File: src/rtl/mem_fill_pkg.sv
// Shared types for the memory fill block: fill pattern selection and FSM states.
package mem_fill_pkg;

    localparam int MODE_W = 2;

    // Pattern encodings as driven by the top controller on the mode port.
    typedef enum logic [MODE_W-1:0] {
        IDENTITY = 2'd0,
        CONST    = 2'd1,
        INCR     = 2'd2,
        DECR     = 2'd3
    } mode_t;

    typedef enum logic [1:0] {
        IDLE  = 2'd0,
        WRITE = 2'd1,
        DONE  = 2'd2
    } state_t;

endpackage

File: src/rtl/mem_fill_datagen.sv
// Combinational pattern generator: word value for a given fill index.
module mem_fill_datagen
    import mem_fill_pkg::*;
#(
    parameter int ADDR_W = 8,
    parameter int DATA_W = 8
) (
    input  mode_t             mode,
    input  logic [DATA_W-1:0] seed,
    input  logic [ADDR_W-1:0] index,
    output logic [DATA_W-1:0] data
);

    logic [DATA_W-1:0] index_ext;

    // Size cast zero-extends or truncates the index; all sums wrap at DATA_W.
    assign index_ext = DATA_W'(index);

    always_comb begin
        data = index_ext;
        unique case (mode)
            IDENTITY: data = index_ext;
            CONST:    data = seed;
            INCR:     data = seed + index_ext;
            DECR:     data = seed - index_ext;
        endcase
    end

endmodule

File: src/rtl/mem_fill_fsm.sv
// Fills DEPTH consecutive RAM words with a selectable pattern, stallable by grant.
// Handshake: a write happens on every cycle where busy is high, the FSM is writing and grant=1.
module mem_fill_fsm
    import mem_fill_pkg::*;
#(
    parameter int ADDR_W = 8,
    parameter int DATA_W = 8,
    parameter int DEPTH  = 256
) (
    input  logic              clock,
    input  logic              reset,
    input  logic              start,
    input  logic [MODE_W-1:0] mode,
    input  logic [DATA_W-1:0] fill_value,
    input  logic              grant,
    output logic [ADDR_W-1:0] address,
    output logic [DATA_W-1:0] data,
    output logic              write_enable,
    output logic              busy,
    output logic              finish,
    output state_t            state_dbg
);

    if (DEPTH < 1 || DEPTH > (1 << ADDR_W)) begin : g_depth_check
        $error("mem_fill_fsm: DEPTH must be in 1..2**ADDR_W");
    end

    localparam logic [ADDR_W-1:0] LAST_IDX = ADDR_W'(DEPTH - 1);

    state_t            state_q, state_d;
    logic [ADDR_W-1:0] i_q, i_d;
    mode_t             mode_q, mode_d;
    logic [DATA_W-1:0] seed_q, seed_d;

    always_ff @(posedge clock) begin
        if (reset) begin
            state_q <= IDLE;
            i_q     <= '0;
            mode_q  <= IDENTITY;
            seed_q  <= '0;
        end else begin
            state_q <= state_d;
            i_q     <= i_d;
            mode_q  <= mode_d;
            seed_q  <= seed_d;
        end
    end

    always_comb begin
        state_d      = state_q;
        i_d          = i_q;
        mode_d       = mode_q;
        seed_d       = seed_q;
        write_enable = 1'b0;
        busy         = 1'b0;
        finish       = 1'b0;
        unique case (state_q)
            IDLE: begin
                if (start) begin
                    state_d = WRITE;
                    i_d     = '0;
                    mode_d  = mode_t'(mode);
                    seed_d  = fill_value;
                end
            end
            WRITE: begin
                busy         = 1'b1;
                write_enable = grant;
                if (grant) begin
                    if (i_q == LAST_IDX) begin
                        state_d = DONE;
                    end else begin
                        i_d = i_q + 1'b1;
                    end
                end
            end
            DONE: begin
                busy    = 1'b1;
                finish  = 1'b1;
                state_d = IDLE;
            end
            default: state_d = IDLE;
        endcase
    end

    // Address and data come straight from held registers, so they keep their
    // last values in IDLE and DONE; reset values make both read as zero.
    assign address   = i_q;
    assign state_dbg = state_q;

    mem_fill_datagen #(
        .ADDR_W(ADDR_W),
        .DATA_W(DATA_W)
    ) u_datagen (
        .mode (mode_q),
        .seed (seed_q),
        .index(i_q),
        .data (data)
    );

endmodule
File: config.mk
export PLATFORM = sky130hd
export DESIGN_NAME = mem_fill_fsm
export DESIGN_NICKNAME = d
export VERILOG_FILES = /design/src/rtl/mem_fill_pkg.sv /design/src/rtl/mem_fill_datagen.sv /design/src/rtl/mem_fill_fsm.sv
export SDC_FILE = /design/constraint.sdc
export NUM_CORES = 1
export LEC_CHECK = 0
export CAP_MARGIN = 30
export CORE_UTILIZATION = 54
export DETAILED_ROUTE_END_ITERATION = 8
export PLACE_DENSITY = 0.85
export SLEW_MARGIN = 20
export SYNTH_ARGS = -nofsm -noshare
export SYNTH_HDL_FRONTEND = slang
export SYNTH_SLANG_ARGS = --single-unit
File: constraint.sdc
create_clock -name clock -period 5 [get_ports clock]
set_input_delay 0.5 -clock clock [delete_from_list [all_inputs] [get_ports clock]]
set_output_delay 0.5 -clock clock [all_outputs]
set_load 0.02 [all_outputs]
==> impl_metrics.csv <==
group,metric,value,unit
layout,layout.cells.non_filler,268,
clock_network,clockBufferDepth,2,
clock_network,cts_resized,0,
synthesis,synth_simple_gate_area_frac,0.239,
synthesis,ys_async_sr_fraction,0,
power_and_ir_drop,power_leakage,0.725,nW
timing,drv_slew,0,
clock_network,cts_tree,"built",
floorplanning,rows,19,
timing,tns,0,ns
power_and_ir_drop,powerDensity,214,nW/µm²
worst_setup_path,ff2ff_setup_slack,2.96,ns
route,via_count,1564,
route,ant_nets,0,
min_path,hp-start,"seed_q[0]",
global_routing,antenna_found_initial,0,
route,avgViaCountPerCell,5.84,
timing,hold_viol,0,
placed_design,hpwl,2790,µm
worst_setup_path,crit_path_top_delay_cell,"clkdlybuf4s50_1",
global_routing,grt_pass1_wl,6240,µm
floorplanning,floorplan.initialDensity,0.573,
synthesis,synth-xor-area-share,0.0770,
synthesis,syn_area,1590,µm²
clock_network,h-tree-depth,1,
global_routing,grt_overflow,0,
placed_design,gp_congestion,0.898,
global_routing,grt.total_usage,0.246,
worst_setup_path,slowest_delay,0.59,ns
floorplanning,fp.coreArea,2780,µm²
min_path,holdPathStages,2,
worst_setup_path,start_kind,"flop",
clock_network,clk_pin_slew_worst_paths,0.12,ns
route,firstDrtPassIters,4,
worst_setup_path,r2r_end,"address[1]",
clock_network,numCtsBuffers,3,
worst_setup_path,crit_path_end_kind,"output port",
timing,min_period,4.22,ns
timing,tightest_slew,0.533,ns
timing,post-route-period-util,0.845,
min_path,hold-path-endpoint,"seed_q[0]",
synthesis,synth_adder_area_share,0.107,
worst_setup_path,r2r_cells,6,
timing,setup_viol,0,
route,postRouteWirelength,3680,µm
power_and_ir_drop,ir_drop,0.219,mV
global_routing,first_global_vias,1392,
run,maxCapViolCount,0,
outcome,outcome,"completed",
layout,finalNetCount,265,
layout,drive_above_1_share,0.0591,
clock_network,hold_buffers,0,
floorplanning,chipHeight,56.3,µm
timing,worst_slack,0.777,ns
synthesis,ys_seq_area_frac,0.251,
synthesis,ys_seq_elements,20,
worst_setup_path,worst-path-buf-inv,1,
placed_design,dp_cells,264,
worst_setup_path,worstPathCellList,"or3_1 > nand2_1 > xor2_1 > ha_1 > a21o_1 > a2111oi_2 > nand2_1 > or4_1 > nand3_1 > a211o_1 > clkdlybuf4s50_1",
route,wl_per_cell,13.7,µm
floorplanning,die_x,56.3,µm
placed_design,portBuffers,34,
clock_network,insertion_delay,0.30,ns
clock_network,root_buffer,"clkbuf_4",
worst_setup_path,critPathMaxFanout,8,
floorplanning,die_area,3170,µm²
timing,fin_skew,0.00326,ns
synthesis,synth_edf_count,0,
synthesis,syn-num-nets,235,
synthesis,synth_mux_area_frac,0.0518,
route,drtIter0Drc,87,
synthesis,yosys_warnings,0,
power_and_ir_drop,power.total,0.425,mW
route,route.detailed.drc,0,
worst_setup_path,arrival,3.72,ns
timing,max-slew-margin-rel,0.643,
min_path,hp-class,"flop to flop",
worst_setup_path,required,4.50,ns
placed_design,pre_cts_ws,1.14,ns
clock_network,clock_sinks,20,
worst_setup_path,critPathKind,"flop to output port",
worst_setup_path,worstSetupStartpoint,"address[0]",
synthesis,synth_cell_types,45,
worst_setup_path,crit_path_frequent_cell,"nand2_1",
synthesis,synth_top_family_by_area,"simple AND/OR/NAND/NOR gates",
synthesis,synth_compound_area_frac,0.215,
synthesis,syn_area_per_cell,7.66,µm²
global_routing,grt_max_degree,24,
synthesis,synthCells,208,
worst_setup_path,r2r_start,"address[0]",
floorplanning,pin_count,35,
timing,max_freq,0.237,GHz
worst_setup_path,crit_family,"simple AND/OR/NAND/NOR gates",
synthesis,synth_ff_type,"dfxtp_1",
layout,antenna_cells,0,
clock_network,post_cts_buffers,0,
timing,rsz0062_at_grt,"no",
layout,area_growth_syn_to_layout,24.7,%
==> worst max-delay path by stage <==
| stage | to | depth (start not counted) | slack (ns) |
|---|---|---|---|
| after floorplan | data[7] | 11 | 1.64 |
| after global placement | data[7] | 11 | 1.18 |
| after detailed placement | data[7] | 11 | 1.14 |
| after CTS | data[7] | 11 | 0.78 |
| after global routing | data[7] | 11 | 0.54 |
| final | data[7] | 11 | 0.78 |
==> layout make-up <==
class | instances | area, µm²
fillers | 234 | 795
multi-input cells | 166 | 1100
clock buffers | 3 | 22.5
well taps | 31 | 38.8
inverters | 11 | 41.3
flip-flops and latches | 20 | 400
clock inverters | 1 | 30.0
repair buffers | 36 | 355
==> flip-flops by register name, summed over array words and instances, names as in the netlist <==
| signal | cells |
|---|---|
| address | 8 |
| mode_q | 2 |
| seed_q | 8 |
| state_dbg | 2 |
==> kinds of logic (layout without fill, tap and decap cells) <==
group | count (synthesis) | in the layout
and+or+nand+nor | 77 | 77
muxes | 8 | 8
DFF | 20 | 20
AOI/OAI and AO/OA | 54 | 54
xor gates and xnor gates | 14 | 14
buffers and inverters | 22 | 51
adders and majority gates | 13 | 13
==> power by group <==
part	leakage, nW	internal, mW	total [mW]	switching [mW]
clock	0.0279	0.0810	0.134	0.0527
sequential	0.163	0.166	0.172	0.00665
combinational	0.534	0.0541	0.119	0.0652
total	0.725	0.301	0.425	0.124
==> placed cells by master, fill, tap and decap left out, types with 3 or more instances in the layout <==
cell / n
ha_1: 12
nor3_1: 4
clkbuf_4: 3
nor2b_1: 3
o21ai_0: 9
nand3_1: 7
nand4_1: 3
nor2_1: 11
a21oi_1: 23
xnor2_1: 7
mux2i_1: 6
nand2_1: 34
xor2_1: 7
a211oi_1: 3
inv_1: 11
dfxtp_1: 20
clkdlybuf4s50_1: 34
==> per-layer routing <==
metal	track usage	part of all wire	vias to the layer above
met5	0	0	-
met4	0.0836	0.026	0
met3	0.0530	0.057	10
met2	0.384	0.47	48
met1	0.336	0.45	712
li1	-	-	794
==> worst register-to-register path, stage by stage (launching register included) <==
cell       delay (ns)
dfxtp_1          0.48
ha_1             0.23
nand4_1          0.19
o2111ai_1        0.43
mux2_2           0.38
a32oi_1          0.15
nor2_1           0.07
==> cell usage after synthesis, types with 2 or more instances <==
| library cell | number | share of area |
|---|---|---|
| nand2_1 | 34 | 0.080 |
| nor2_1 | 11 | 0.026 |
| ha_1 | 12 | 0.094 |
| dfxtp_1 | 20 | 0.25 |
| nor4b_1 | 2 | 0.011 |
| nor2b_1 | 3 | 0.012 |
| nand3_1 | 7 | 0.022 |
| xor2_1 | 7 | 0.038 |
| nand4_1 | 3 | 0.012 |
| o21a_1 | 2 | 0.0094 |
| nand3b_1 | 2 | 0.0094 |
| o21ai_0 | 9 | 0.028 |
| a21o_1 | 2 | 0.0094 |
| inv_1 | 11 | 0.026 |
| mux2i_1 | 6 | 0.038 |
| and2_1 | 2 | 0.0079 |
| a211oi_1 | 3 | 0.014 |
| a31oi_1 | 2 | 0.0079 |
| xnor2_1 | 7 | 0.038 |
| a21oi_1 | 23 | 0.072 |
| or3_1 | 2 | 0.0079 |
| clkbuf_1 | 7 | 0.016 |
| a21boi_0 | 2 | 0.0094 |
| buf_2 | 3 | 0.0094 |
| nor3_1 | 4 | 0.013 |
| mux2_2 | 2 | 0.014 |
| o2111ai_1 | 2 | 0.011 |
==> through the flow <==
| stage | util | area, µm² | hold WS (ns) |
|---|---|---|---|
| after floorplan | - | 1590 | 0.447 |
| after global placement | 0.695 | 1930 | 0.477 |
| after detailed placement | 0.695 | 1930 | 0.483 |
| after CTS | 0.714 | 1990 | 0.500 |
| after global routing | 0.714 | 1990 | 0.532 |
| final | 0.714 | 1990 | 0.502 |
(Power assumes the default switching activity.)
